===== src/rtl/symbol_packer_if.sv =====
// Byte stream interface between the symbol packer and the host-side consumer.
// The packer drives the show-ahead head byte and its valid flag, and the
// consumer answers with ready to take the byte this cycle.
interface symbol_packer_if;
  logic [7:0] byte_out;
  logic       byte_valid;
  logic       byte_ready;

  modport master (
    output byte_out,
    output byte_valid,
    input  byte_ready
  );

  modport slave (
    input  byte_out,
    input  byte_valid,
    output byte_ready
  );
endinterface


===== src/rtl/symbol_packer.sv =====
// Symbol packer: gathers pairs of 4-bit symbols from the luma decoder into bytes,
// delimited by begin/end marker strobes, and queues them in a show-ahead FIFO.
// Per-frame status gives the byte count, a sticky overflow flag and a verdict.
// Optional feature macro: SYMBOL_PACKER_CHECKSUM_EN adds a running XOR over
// every formed byte of the frame and folds it into the frame verdict.
module symbol_packer #(
  parameter int DEPTH = 16,
  parameter int CNT_W = 16
) (
  input  logic                     clkin,
  input  logic                     rst,
  input  logic [3:0]               sym_in,
  input  logic                     sym_valid,
  input  logic                     sym_start,
  input  logic                     sym_end,
  symbol_packer_if.master          byteIf,
  output logic [$clog2(DEPTH):0]   fifo_level,
  output logic                     frame_active,
  output logic                     frame_done,
  output logic [CNT_W-1:0]         frame_bytes,
  output logic                     frame_ok,
  output logic                     overflow
);

  localparam int AW = $clog2(DEPTH);
  localparam int LW = AW + 1;
  localparam logic [LW-1:0] FULL_LEVEL = LW'(DEPTH);

  typedef enum logic {
    IDLE   = 1'b0,
    ACTIVE = 1'b1
  } state_t;

  state_t r_state;
  state_t w_nextState;

  logic       r_phase;
  logic       w_phaseNext;
  logic [3:0] r_hi;
  logic [3:0] w_hiNext;
  logic       w_push;
  logic [7:0] w_pushData;
  logic       w_startFrame;
  logic       w_closeFrame;

  logic [7:0]    r_mem [DEPTH];
  logic [AW-1:0] r_wrPtr;
  logic [AW-1:0] r_rdPtr;
  logic [AW-1:0] w_rdPtrNext;
  logic [LW-1:0] r_level;
  logic [LW-1:0] w_levelAfterPop;
  logic [7:0]    r_byteOut;
  logic [7:0]    w_headNext;
  logic          w_full;
  logic          w_pop;
  logic          w_accept;
  logic          w_drop;

  logic [CNT_W-1:0] r_frameBytes;
  logic             r_overflow;
  logic             w_overflowNext;
  logic             r_frameDone;
  logic             r_frameOk;
  logic             w_okNext;

`ifdef SYMBOL_PACKER_CHECKSUM_EN
  logic [7:0] r_xor;
  logic [7:0] w_xorNext;
`endif

  // Frame state register; reset aborts any open frame without a done pulse.
  always_ff @(posedge clkin) begin
    if (rst) begin
      r_state <= IDLE;
    end else begin
      r_state <= w_nextState;
    end
  end

  // Next-state and nibble pairing: a begin marker wins over everything, and a
  // symbol arriving with the end marker is consumed before the close decides on a pad.
  always_comb begin
    w_nextState  = r_state;
    w_phaseNext  = r_phase;
    w_hiNext     = r_hi;
    w_push       = 1'b0;
    w_pushData   = 8'h00;
    w_startFrame = 1'b0;
    w_closeFrame = 1'b0;
    case (r_state)
      IDLE: begin
        if (sym_start) begin
          w_nextState  = ACTIVE;
          w_startFrame = 1'b1;
          w_phaseNext  = 1'b0;
        end
      end
      ACTIVE: begin
        if (sym_start) begin
          w_startFrame = 1'b1;
          w_phaseNext  = 1'b0;
        end else begin
          if (sym_valid) begin
            if (!r_phase) begin
              w_hiNext    = sym_in;
              w_phaseNext = 1'b1;
            end else begin
              w_push      = 1'b1;
              w_pushData  = {r_hi, sym_in};
              w_phaseNext = 1'b0;
            end
          end
          if (sym_end) begin
            w_nextState  = IDLE;
            w_closeFrame = 1'b1;
            w_phaseNext  = 1'b0;
            if (sym_valid && !r_phase) begin
              w_push     = 1'b1;
              w_pushData = {sym_in, 4'h0};
            end else if (!sym_valid && r_phase) begin
              w_push     = 1'b1;
              w_pushData = {r_hi, 4'h0};
            end
          end
        end
      end
      default: begin
        w_nextState = IDLE;
      end
    endcase
  end

  // FIFO bookkeeping: a push into a full FIFO only lands when a pop frees a slot
  // in the same cycle, and the registered head byte is chosen one cycle ahead.
  always_comb begin
    w_pop           = (r_level != '0) & byteIf.byte_ready;
    w_full          = (r_level == FULL_LEVEL);
    w_accept        = w_push & (~w_full | w_pop);
    w_drop          = w_push & w_full & ~w_pop;
    w_rdPtrNext     = w_pop ? r_rdPtr + AW'(1) : r_rdPtr;
    w_levelAfterPop = r_level - LW'(w_pop);
    w_headNext      = r_byteOut;
    if (w_levelAfterPop != '0) begin
      w_headNext = r_mem[w_rdPtrNext];
    end else if (w_accept) begin
      w_headNext = w_pushData;
    end
  end

  // Frame verdict as it will stand once this cycle's push or drop is counted.
  always_comb begin
    w_overflowNext = r_overflow | w_drop;
`ifdef SYMBOL_PACKER_CHECKSUM_EN
    w_xorNext = r_xor ^ (w_push ? w_pushData : 8'h00);
    w_okNext  = (w_xorNext == 8'h00) & ~w_overflowNext;
`else
    w_okNext  = ~w_overflowNext;
`endif
  end

  // Byte storage; only accepted pushes are written, so no reset is needed here.
  always_ff @(posedge clkin) begin
    if (!rst && w_accept) begin
      r_mem[r_wrPtr] <= w_pushData;
    end
  end

  // Pointers, level, head byte, pending nibble and per-frame status registers.
  always_ff @(posedge clkin) begin
    if (rst) begin
      r_phase      <= 1'b0;
      r_hi         <= 4'h0;
      r_wrPtr      <= '0;
      r_rdPtr      <= '0;
      r_level      <= '0;
      r_byteOut    <= 8'h00;
      r_frameBytes <= '0;
      r_overflow   <= 1'b0;
      r_frameDone  <= 1'b0;
      r_frameOk    <= 1'b0;
    end else begin
      r_phase   <= w_phaseNext;
      r_hi      <= w_hiNext;
      r_rdPtr   <= w_rdPtrNext;
      r_byteOut <= w_headNext;
      r_level   <= r_level + LW'(w_accept) - LW'(w_pop);
      if (w_accept) begin
        r_wrPtr <= r_wrPtr + AW'(1);
      end
      if (w_startFrame) begin
        r_frameBytes <= '0;
      end else if (w_accept && !(&r_frameBytes)) begin
        r_frameBytes <= r_frameBytes + CNT_W'(1);
      end
      if (w_startFrame) begin
        r_overflow <= 1'b0;
      end else if (w_drop) begin
        r_overflow <= 1'b1;
      end
      r_frameDone <= w_closeFrame;
      if (w_closeFrame) begin
        r_frameOk <= w_okNext;
      end
    end
  end

`ifdef SYMBOL_PACKER_CHECKSUM_EN
  // Running XOR over every formed byte of the frame, dropped ones included.
  always_ff @(posedge clkin) begin
    if (rst || w_startFrame) begin
      r_xor <= 8'h00;
    end else begin
      r_xor <= w_xorNext;
    end
  end
`endif

  assign byteIf.byte_out   = r_byteOut;
  assign byteIf.byte_valid = (r_level != '0);
  assign fifo_level        = r_level;
  assign frame_active      = (r_state == ACTIVE);
  assign frame_done        = r_frameDone;
  assign frame_bytes       = r_frameBytes;
  assign frame_ok          = r_frameOk;
  assign overflow          = r_overflow;

endmodule

===== src/flat_wrapper.sv =====
// flat-port wrapper written by rule: the top's interface ports become plain ports
module symbol_packer_flat 
#(
  parameter int DEPTH = 16,
  parameter int CNT_W = 16
)
  (clkin, rst, sym_in, sym_valid, sym_start, sym_end, fifo_level, frame_active, frame_done, frame_bytes, frame_ok, overflow, byteIf_byte_out, byteIf_byte_valid, byteIf_byte_ready);
  symbol_packer_if byteIf_i ();
  input  logic clkin;
  input  logic rst;
  input  logic [3:0] sym_in;
  input  logic sym_valid;
  input  logic sym_start;
  input  logic sym_end;
  output logic [$clog2(DEPTH):0] fifo_level;
  output logic frame_active;
  output logic frame_done;
  output logic [CNT_W-1:0] frame_bytes;
  output logic frame_ok;
  output logic overflow;
  output wire logic [$bits(byteIf_i.byte_out)-1:0] byteIf_byte_out;
  output wire logic [$bits(byteIf_i.byte_valid)-1:0] byteIf_byte_valid;
  input wire logic [$bits(byteIf_i.byte_ready)-1:0] byteIf_byte_ready;
  assign byteIf_byte_out = byteIf_i.byte_out;
  assign byteIf_byte_valid = byteIf_i.byte_valid;
  assign byteIf_i.byte_ready = byteIf_byte_ready;
  symbol_packer #(.DEPTH(DEPTH), .CNT_W(CNT_W)) u_core (.clkin(clkin), .rst(rst), .sym_in(sym_in), .sym_valid(sym_valid), .sym_start(sym_start), .sym_end(sym_end), .byteIf(byteIf_i), .fifo_level(fifo_level), .frame_active(frame_active), .frame_done(frame_done), .frame_bytes(frame_bytes), .frame_ok(frame_ok), .overflow(overflow));
endmodule

===== config.mk =====
export PLATFORM = sky130hd
export DESIGN_NAME = symbol_packer_flat
export DESIGN_NICKNAME = d
export VERILOG_FILES = /design/src/rtl/symbol_packer_if.sv /design/src/rtl/symbol_packer.sv /design/src/flat_wrapper.sv
export SDC_FILE = /design/constraint.sdc
export NUM_CORES = 1
export LEC_CHECK = 0
export BUFFER_PORTS_ARGS = -buffer_cell sky130_fd_sc_hd__buf_4
export CORE_ASPECT_RATIO = 0.5
export CORE_MARGIN = 2
export CORE_UTILIZATION = 65
export DETAILED_ROUTE_END_ITERATION = 6
export PLACE_DENSITY = 0.84
export SLEW_MARGIN = 30
export SYNTH_ARGS = -nofsm -noshare
export SYNTH_HDL_FRONTEND = slang
export SYNTH_SLANG_ARGS = --single-unit

===== constraint.sdc =====
create_clock -name clkin -period 6.9 [get_ports clkin]
set_clock_uncertainty 0.05 [all_clocks]
set_input_delay 0.69 -clock clkin [delete_from_list [all_inputs] [get_ports clkin]]
set_output_delay 0.69 -clock clkin [all_outputs]
set_load 0.02 [all_outputs]

Word-level counts from Yosys, hierarchy flattened
Memories as Yosys holds them, arrays and structs flattened.
Index checks and enable logic that the tools add are counted.

storage, ports and cells
  RAM bits = 128
  register bits after elaboration = 46
  latch bits = 0
  memories = 1
  output and inout port bits = 34
  logic and storage cells = 80
  memory bits (read-only) = 0

memories
  name          depth  bits a word  read ports  clocked after memory_dff  wr ports  line                 text
  u_core.r_mem  16     8            1           0                         1         symbol_packer.sv:46  logic [7:0] r_mem [DEPTH];

operators by class
  divide/modulo/power cells = 0
  multipliers = 0
  reduce and logical (&&, ||, !) cells = 15
  shift operators = 0
  bitwise gates (word level) = 12
  mux-type cells = 32
  $add $sub $neg = 6
  order comparisons = 0
  equality and inequality tests = 3

operators with widths
  kind                                                              count
  8-bit two-way mux                                                 9
  1-bit two-way mux                                                 20
  16-bit by 1-bit adder with 16-bit output (second input constant)  1
  16-bit AND reduction                                              1
  5-bit nonzero test                                                2
  5-bit by 1-bit subtractor with 5-bit output                       2
  4-bit by 1-bit adder with 4-bit output (second input constant)    2
  1-bit NOT                                                         6
  5-bit by 1-bit adder with 5-bit output                            1
  5-bit == test (second input constant)                             1
  1-bit AND                                                         4
  1-bit logical AND                                                 4
  1-bit zero test                                                   4
  4-bit two-way mux                                                 1
  4-bit != test (second input constant)                             1
  1-bit one-hot mux with 2 select lines                             2
  4-bit AND reduction                                               1
  2-bit != test (second input constant)                             1
  1-bit bitwise OR                                                  2
  2-bit AND reduction                                               1
  2-bit nonzero test                                                1
  2-bit OR reduction                                                1

Longest topological paths before layout
Gate-level depths: netlist (run 1).

  word-level depth = 11
  depth in mapped cells = 15
  mapped depth without buffers = 14

Least setup slack after synthesis (run 1)
OpenSTA, ideal clock, no wires.

  path type = flip-flop to flip-flop
  start point = register u_core.r_level[2] (netlist: u_core.fifo_level[2])
  end point = register u_core.r_byteOut[5] (netlist: u_core.byteIf.byte_out[5])
  period minus slack after synthesis = 3.277 ns
  cell stages (with the launch flop) = 16
  data arrival time = 3.092 ns
  slack = 3.623 ns
  buffers on the path = 2
  path through = dfxtp_1 inv_1 ha_1 nor4b_4 inv_2 nand2_1 buf_2 inv_1 ha_1 inv_1 ha_1 nor3b_1 o211a_1 clkbuf_1 a31o_2 a41oi_1

between the ends
  cells in the longest elaborated chain, start to end = 5
  elaborated cells between the ends (all ways) = 12
  classes of those cells = add/sub: 1; eq/ne: 1; mux: 2; bitwise: 4; reduce/logical: 3; memory: 1

RTL lines
  what                                                                       line                                        text
  start, declared                                                            symbol_packer.sv:50                         logic [LW-1:0] r_level;
  start signal, assigned                                                     symbol_packer.sv:186                        r_level <= r_level + LW'(w_accept) - LW'(w_pop);
  5-bit nonzero test / 5-bit == test (equally long branches)                 symbol_packer.sv:136, symbol_packer.sv:137
  1-bit AND / 1-bit NOT (equally long branches)                              symbol_packer.sv:136, symbol_packer.sv:138
  5-bit by 1-bit subtractor with 5-bit output, or another cell as far along  symbol_packer.sv:141                        w_levelAfterPop = r_level - LW'(w_pop);
  5-bit nonzero test, or another cell as far along                           symbol_packer.sv:143                        if (w_levelAfterPop != '0) begin
  8-bit two-way mux / 2-bit nonzero test (equally long branches)             n/a
  end signal, assigned                                                       symbol_packer.sv:185                        r_byteOut <= w_headNext;
  end, declared                                                              symbol_packer.sv:52                         logic [7:0] r_byteOut;

Several ways; a longest one is shown, not always the timed one.
A chain may end at the register's enable or synchronous reset.

Final worst setup path (run 1)
  start point = register u_core.r_level[2] (netlist: u_core.fifo_level[2])
  end point = register u_core.r_byteOut[2] (netlist: u_core.byteIf.byte_out[2])

Same word-level chain as after synthesis.

==> run metrics, run 1 <==
die area about 15000 sq um; final hold vios 0; synthesized area per cell approximately 12 sq um; vias per cell roughly 7; total congestion overflow 0; Syn-to-layout area delta 11.0%; HPWL after DPL 13900 um; Post-CTS Hold Fix Bufs 0; crit end category flop; Post-Place Cells 894; Synth Register Bits ~170; Peak Freq between 200 and 250 MHz; Max Transition Viols Final 0; core area 13400 sq um; final critical-path share of the clock period 61.6%; Commonest cells post-synth 128 x edfxtp_1, 51 x nor2_1, 46 x dfxtp_1; routability congestion estimate 0.926; arrival time worst endpoint 4.47 ns; hold slack 0.429 ns; worst vdd ir around 0.0003 V; worst min path class reg -> reg; Critical Path RT between 7 and 8 ns; top cells by area, synth edfxtp_1 43%, dfxtp_1 10%, mux4_2 6.1%, mux2i_1 4.4%, mux2_2 3.8%; post-synth top area share 43.4%; # rows 30; number of global-route vias before repair 6070; CTS max path bufs 2; routed wire length between 20000 and 25000 um; antenna viol nets, final 0; setup tns final 0 ns; PnR Total Power 3.32 mW; initial detailed-routing violation count 840; Skew-Pair Late Insertion Delay 0.43 ns; initial antenna violation count 0; async set-reset flop share out of synthesis 0%; Final Net Count approximately 760; Syn Inst Count 711; TritonRoute pass-1 iters 7; Yosys cell types 60; CTS buffer count 17; clock sinks 174; critical path launch point type flop; port bufs 43; initial core utilization about two thirds; Seq/Total Area, Yosys between 50% and 60%; Least-Margin Pin Slew 0.959 ns; outcome finished, final reports clean; RSZ-0062 raised after global routing false; max_cap viols 0; die width ~170 um; Wirelength per Cell 23.9 um; layout cells sized above 1 22.3%; synth warn 0; total number of vias 6486; All-Layer GR Usage 31.4%; Post-synth EDFFs 128; clk slew on worst S/H paths 0.07 ns; leakage power ~3.2 nW; Slew HR 35.8%; Setup CP Type reg -> reg; H-tree levels 4; post-CTS setup buffers 0; Main synth FF type edfxtp_1; Die H ~87 um; most common cell in the netlist edfxtp_1; final setup vio count 0; largest net degree at the start of global routing 53; Synth Cell Area 8860 sq um; Synth Net Count 738; post-route minimum period around 4.3 ns; post-route DRC violation count 0; Post-CTS Resized 0; Final Non-Filler Cells 926; n_diodes 0; dominant cell type by area after synthesis edfxtp_1; TritonCTS clock tree yes; CTS Root Buffer Type clkbuf_16; top-level port count 44; first-pass GRT wire length 34200 um; PwrDens 337 nW/um^2; Critical Path Fanout Max 29
-- cell usage in the layout (no fill, tap or decap), types with 10 or more instances in the layout --
master     count
a2111oi_0     14
a211oi_1      14
a21oi_1       30
buf_4         56
clkbuf_16     17
dfxtp_1       44
edfxtp_1     128
ha_1          16
inv_1         15
mux2_2        30
mux2i_1       39
mux4_2        24
nand2_1       35
nand3_1       19
nand4_1       11
nor2_1        51
nor2b_1       10
o2111ai_1     12
o21ai_0       21
o22ai_1       13
xnor2_1       17
-- critical path, cell delays in order, from the launching register on --
cell	delay [ns]
dfxtp_1	0.35
inv_1	0.13
ha_1	0.22
nor4b_4	0.20
buf_4	0.32
inv_2	0.29
nand2_1	0.14
buf_4	0.39
inv_1	0.22
ha_1	0.28
inv_1	0.12
ha_1	0.26
nor3b_1	0.24
o211a_1	0.54
a31o_2	0.26
a41oi_1	0.05
-- power by group --
part	leakage, nW	switching (mW)	internal (mW)
Sequential	1.54	0.0763	1.15
Clock	0.280	0.438	0.485
Combinational	1.37	0.703	0.465
Total	3.19	1.22	2.10
-- metrics by stage --
stage                     setup slack (ns)  utilization (%)  area (sq um)
after floorplan                       3.62                -          8860
after global placement                3.05             69.0          9280
after detailed placement              2.80             69.0          9280
after CTS                             2.77             73.2          9840
after global routing                  2.36             73.2          9840
final                                 2.65             73.2          9840
-- logic make-up after synthesis --
| logic type | count (synthesis) | share of synthesized area, % |
|---|---|---|
| flip-flops | 174 | 53.8 |
| AND/OR/NAND/NOR | 183 | 10.8 |
| adder cells (fa/ha/maj) | 18 | 2.60 |
| multiplexers | 93 | 14.3 |
| AO/OA/AOI/OAI | 153 | 12.8 |
| XOR/XNOR | 24 | 2.37 |
| buffers and inverters | 66 | 3.31 |
-- layout make-up --
| type | instances | area (sq um) |
|---|---|---|
| flip-flops and latches | 174 | 4770 |
| multi-input cells | 471 | 3800 |
| fillers | 851 | 3600 |
| clock buffers | 18 | 439 |
| repair buffers | 56 | 420 |
| well taps | 176 | 220 |
| clock inverters | 14 | 123 |
| inverters | 17 | 63.8 |
-- sequential cells by signal, summed over array words and instances, names as in the netlist, 4 cells and up --
signal	count
u_core.byteIf.byte_out	8
u_core.fifo_level	5
u_core.frame_bytes	16
u_core.r_hi	4
u_core.r_mem	128
u_core.r_rdPtr	4
u_core.r_wrPtr	4
-- path summary, 6_finish.rpt --
kind                                   start                                      to  slack, ns  cells after the start
max          u_core.fifo_level[2]$_SDFF_PP0_  u_core.byteIf.byte_out[2]$_SDFFE_PP0P_       2.65                     15
min             u_core.frame_ok$_SDFFE_PP0P_            u_core.frame_ok$_SDFFE_PP0P_       0.43                      2
max reg2reg  u_core.fifo_level[2]$_SDFF_PP0_  u_core.byteIf.byte_out[2]$_SDFFE_PP0P_       2.65                     15
min reg2reg     u_core.frame_ok$_SDFFE_PP0P_            u_core.frame_ok$_SDFFE_PP0P_       0.43                      2
-- routing by layer --
| layer | part of all wire, % | global-route usage (%) | vias up |
|---|---|---|---|
| met4 | 2.8 | 9.95 | 0 |
| met1 | 40 | 42.6 | 3131 |
| met2 | 45 | 48.1 | 425 |
| met5 | 0 | 0 | - |
| li1 | - | - | 2855 |
| met3 | 12 | 11.3 | 75 |
Note: power is estimated with default switching activity, not from simulation.
==> inputs of run 2 (changes only) <==
CORE_UTILIZATION = 62   (was 65)
PLACE_DENSITY = 0.8   (was 0.84)
clock period = 3.92 ns   (was 6.9 ns; I/O delays follow)
==> run metrics, run 2 (synthesis gave the netlist of run 1 again) <==
layout cells sized above 1 22.4%; # rows 30; PnR Total Power 5.95 mW; initial core utilization 64.5%; worst vdd ir 0.000491 V; clock sinks 174; GR met1 Demand/Resource 39.8%; final hold vios 0; Setup CP Type reg -> reg; H-tree levels 4; RR Startpoint u_core.fifo_level[2]$_SDFF_PP0_; Setup crit start u_core.fifo_level[2]$_SDFF_PP0_; met2 Usage GRT 46.7%; Critical Path Fanout Max 16; TritonRoute pass-1 iters 5; initial detailed-routing violation count between 600 and 700; routed wire length 22000 um; Max Transition Viols Final 0; CTS Root Buffer Type clkbuf_16; post-CTS setup buffers 0; CTS max path bufs 2; crit end category flop; first-pass GRT wire length ~34000 um; total congestion overflow 0; Critical Path RT 4.21 ns; Post-CTS Resized 0; Peak Freq 322 MHz; largest net degree at the start of global routing 67; commonest non-fill, non-tap cell in the layout edfxtp_1; top-level port count 44; R2R cell count 13; GR Util met3 9.75%; CTS buffer count 17; initial antenna violation count 0; core area 13700 sq um; Wirelength per Cell 23.2 um; Final Non-Filler Cells 945; gr busiest metal met2; max reg flops 128; final setup vio count 0; PwrDens 602 nW/um^2; RSZ-0062 raised after global routing false; number of global-route vias before repair between 6000 and 7000; final critical-path share of the clock period 79.3%; flop2flop setup slack 0.81 ns; post-route minimum period 3.11 ns; Post-Place Cells a little over 900; clk slew on worst S/H paths approximately 0.070 ns; Biggest register u_core.r_mem; hold path start sym_start; port bufs 43; leakage power 3.21 nW; critical path launch point type flop; vias per cell 6.82; Worst Hold Depth 3; Die H 88.5 um; n_diodes 0; commonest cells after routing, fill and taps aside 128 x edfxtp_1, 59 x buf_4, 50 x nor2_1, 44 x dfxtp_1, 39 x mux2i_1; worst setup path endpoint u_core.byteIf.byte_out[6]$_SDFFE_PP0P_; Syn-to-layout area delta 11.5%; RR Endpoint u_core.byteIf.byte_out[6]$_SDFFE_PP0P_; Post-CTS Hold Fix Bufs 0; Skew-Pair Late Insertion Delay 0.43 ns; die width 173 um; HPWL after DPL about 14000 um; arrival time worst endpoint 3.40 ns; post-route DRC violation count 0; outcome finished, final reports clean; max_cap viols 0; worst min path class in -> reg; Filler cells 916; Slew HR a little over a third; routability congestion estimate 0.925; total number of vias 6447; Final Net Count roughly 770; antenna viol nets, final 0; TritonCTS clock tree yes; Least-Margin Pin Slew just under 1 ns; die area 15300 sq um; setup tns final 0 ns; All-Layer GR Usage 29.8%
## run 2: changes by cell type in the layout (fill, tap and decap cells not counted), sizes merged
| cell | change |
|---|---|
| clkinvlp | +2 |
| clkinv | +4 |
| bufinv | +1 |
| buf | +3 |
| inv | -7 |
## run 2: worst min-delay path by stage
| stage | slack, ns | to |
|---|---|---|
| after CTS | 0.17 | u_core.frame_active$_SDFF_PP0_ |
| after detailed placement | 0.41 | u_core.frame_ok$_SDFFE_PP0P_ |
| after global placement | 0.40 | u_core.frame_ok$_SDFFE_PP0P_ |
| final | 0.18 | u_core.frame_active$_SDFF_PP0_ |
| after floorplan | 0.41 | u_core.r_hi[0]$_SDFFE_PP0P_ |
| after global routing | 0.20 | u_core.frame_active$_SDFF_PP0_ |
## run 2: layer usage
layer	share of wire (%)	up-vias	wire length, um
li1	-	2856	-
met1	42	3140	9120
met2	44	397	9710
met3	12	54	2560
met4	2.5	0	557
met5	0	-	0
## run 2: cell type report
class | count | area, sq um | share of cell area (%)
Tap cell | 192 | 240 | 2.43
Sequential cell | 174 | 4770 | 48.3
Clock inverter | 14 | 118 | 1.19
Timing Repair Buffer | 59 | 443 | 4.48
Clock buffer | 18 | 429 | 4.34
Inverter | 17 | 63.8 | 0.646
Multi-Input combinational cell | 471 | 3820 | 38.6
## run 2: critical path, cell delays in order, from the launching register on
cell	delay, ns
dfxtp_1	0.40
inv_1	0.12
ha_1	0.25
nor4b_4	0.15
inv_2	0.07
nand2_1	0.06
inv_1	0.18
ha_1	0.23
inv_1	0.09
ha_1	0.30
nor3b_1	0.21
o211a_1	0.52
a221oi_1	0.10
a221oi_1	0.27
## run 2: metrics by stage
stage                     hold WS, ns  util, %  setup WS (ns)  instance area (sq um)
after floorplan                 0.411        -          0.643                   8860
after global placement          0.401     67.9           1.02                   9330
after detailed placement        0.409     67.9          0.866                   9330
after CTS                       0.167     71.9          0.807                   9880
after global routing            0.201     71.9          0.523                   9880
final                           0.177     71.9          0.811                   9880
## run 2: where the power goes
part           internal, mW  switching [mW]
sequential             2.02           0.102
combinational         0.946            1.28
clock                 0.872           0.727
total                  3.84            2.11
==> inputs of run 3 (changes only) <==
clock period = 3.2 ns   (was 3.92 ns; I/O delays follow)
==> run metrics, run 3 (synthesis gave the netlist of run 1 again) <==
Setup CP Type reg -> reg; post-route DRC violation count 0; post-route minimum period 2.95 ns; CTS Root Buffer Type clkbuf_16; arrival time worst endpoint 3.26 ns; antenna viol nets, final 0; RR Startpoint u_core.fifo_level[2]$_SDFF_PP0_; register area 4770 sq um; port bufs 43; hold path start sym_start; total congestion overflow 0; routability congestion estimate roughly 0.95; leakage power 3.25 nW; CTS max path bufs 2; Skew-Pair Late Insertion Delay 0.43 ns; multi-input logic area 3820 sq um; HPWL after DPL between 10000 and 15000 um; Least-Margin Pin Slew between 0.7 and 0.8 ns; worst vdd ir 0.000525 V; RR Endpoint u_core.fifo_level[4]$_SDFF_PP0_; All-Layer GR Usage 31.0%; Max Transition Viols Final 0; final critical-path share of the clock period 92.2%; initial core utilization 64.5%; PwrDens 723 nW/um^2; H-tree levels 4; Setup WS post-layout between 0.2 and 0.3 ns; # rows 30; die area 15300 sq um; outcome finished, final reports clean; Critical Path Fanout Max 4; PnR Total Power 7.23 mW; pre-CTS setup slack 0.198 ns; Sw Share 36.0%; top-level port count 44; Worst Hold Depth 3; first-pass GRT wire length between 30000 and 40000 um; layout cells sized above 1 24.1%; Wirelength per Cell between 20 and 25 um; Peak Freq ~340 MHz; RSZ-0062 raised after global routing false; max_cap viols 0; R2R cell count 14; crit path buf inv count 4; clk slew on worst S/H paths 0.07 ns; die width 173 um; post-CTS setup buffers 0; critical path launch point type flop; number of global-route vias before repair between 6000 and 7000; Hold Path End u_core.frame_active$_SDFF_PP0_; setup tns final 0 ns; flop2flop setup slack about 0.25 ns; n_diodes 0; Filler cells 908; routed wire length 22800 um; CTS buffer count 17; Die H 88.5 um; CP top delay family adder cells; crit path max-delay cell type fa_1; Critical Path RT 3.51 ns; Biggest register u_core.r_mem; final setup vio count 0; initial antenna violation count 0; max reg flops 128; TritonRoute pass-1 iters 6; Final Net Count 779; Clk network pwr share ~28%; total number of vias 6697; largest net degree at the start of global routing 83; Syn-to-layout area delta 12.9%; crit-path cells inv_1, ha_1, nor4b_4, inv_2, nand2_2, inv_1, ha_1, inv_1, ha_1, fa_1, a21oi_1, nor2_1, or3_1, a21oi_1; clock sinks 174; TritonCTS clock tree yes; worst min path class in -> reg; final hold vios 0; crit end category flop; Slew HR 47.1%; max incr delay on CP 0.40 ns; Comb pwr share between 30% and 40%; internal cell power 4.63 mW; commonest non-fill, non-tap cell in the layout edfxtp_1; vias per cell 7.00; sequential share of power 35.6%; Final Core Density roughly 73%; commonest cells after routing, fill and taps aside 128 x edfxtp_1, 70 x buf_4, 51 x nor2_1, 44 x dfxtp_1, 39 x mux2i_1; initial detailed-routing violation count ~870; P_sw 2.60 mW; core area approximately 14000 sq um
## run 3: cell count changes in the layout (fill, tap and decap cells not counted), sizes merged
cell,previous run,this run
buf,59,71
clkinv,7,5
clkinvlp,3,4
inv,20,21
## run 3: cell type report
cell class,instances,share of cell area (%)
flip-flops and latches,174,47.7
multi-input cells,471,38.2
repair buffers,71,5.46
clock buffers,18,4.29
well taps,192,2.40
clock inverters,14,1.34
inverters,17,0.638
## run 3: repair_timing
| action | in CTS | in global routing |
|---|---|---|
| hold buffers | 0 | 0 |
| resized for setup | 0 | 2 |
| endpoints found under the setup margin | 0 | 8 |
## run 3: worst max path at each step
stage | from | end | cells past startpoint
final | u_core.fifo_level[2]$_SDFF_PP0_ | u_core.fifo_level[4]$_SDFF_PP0_ | 14
after global routing | u_core.fifo_level[2]$_SDFF_PP0_ | u_core.fifo_level[4]$_SDFF_PP0_ | 14
after CTS | u_core.fifo_level[2]$_SDFF_PP0_ | u_core.byteIf.byte_out[0]$_SDFFE_PP0P_ | 13
after detailed placement | u_core.fifo_level[2]$_SDFF_PP0_ | u_core.byteIf.byte_out[6]$_SDFFE_PP0P_ | 13
after global placement | u_core.fifo_level[2]$_SDFF_PP0_ | u_core.byteIf.byte_out[6]$_SDFFE_PP0P_ | 13
after floorplan | u_core.fifo_level[2]$_SDFF_PP0_ | u_core.fifo_level[4]$_SDFF_PP0_ | 15
## run 3: routing by layer
| layer | track usage, % | share of wire [%] | up-vias |
|---|---|---|---|
| met2 | 47.7 | 44 | 482 |
| met5 | 0 | 0 | - |
| li1 | - | - | 2891 |
| met4 | 13.9 | 3.3 | 0 |
| met3 | 7.30 | 13 | 70 |
| met1 | 43.0 | 40 | 3254 |
## run 3: power groups by stage
stage                     Combinational (mW)  Clock (mW)  Sequential (mW)
final                                   2.65        2.00             2.58
after global routing                    2.86        2.08             2.58
after CTS                               2.60        2.00             2.57
after detailed placement                2.58           0             2.62
after global placement                  2.52           0             2.62
after floorplan                         1.84           0             2.66
## run 3: stage by stage
| stage | hold slack [ns] | instance area (sq um) | cells |
|---|---|---|---|
| detailed placement | 0.406 | 9430 | 925 |
| CTS | 0.106 | 9990 | 957 |
| global route | 0.134 | 10000 | 957 |
| finish | 0.100 | 10000 | 957 |
| floorplan | 0.387 | 8860 | 711 |
| global placement | 0.401 | 9430 | 925 |
## run 3: tightest hold or removal path: cells and delay by family
kind	cells	cell delay, ns
buf+inv	1	0.11
simple gates	1	0.07
compound gates	1	0.04
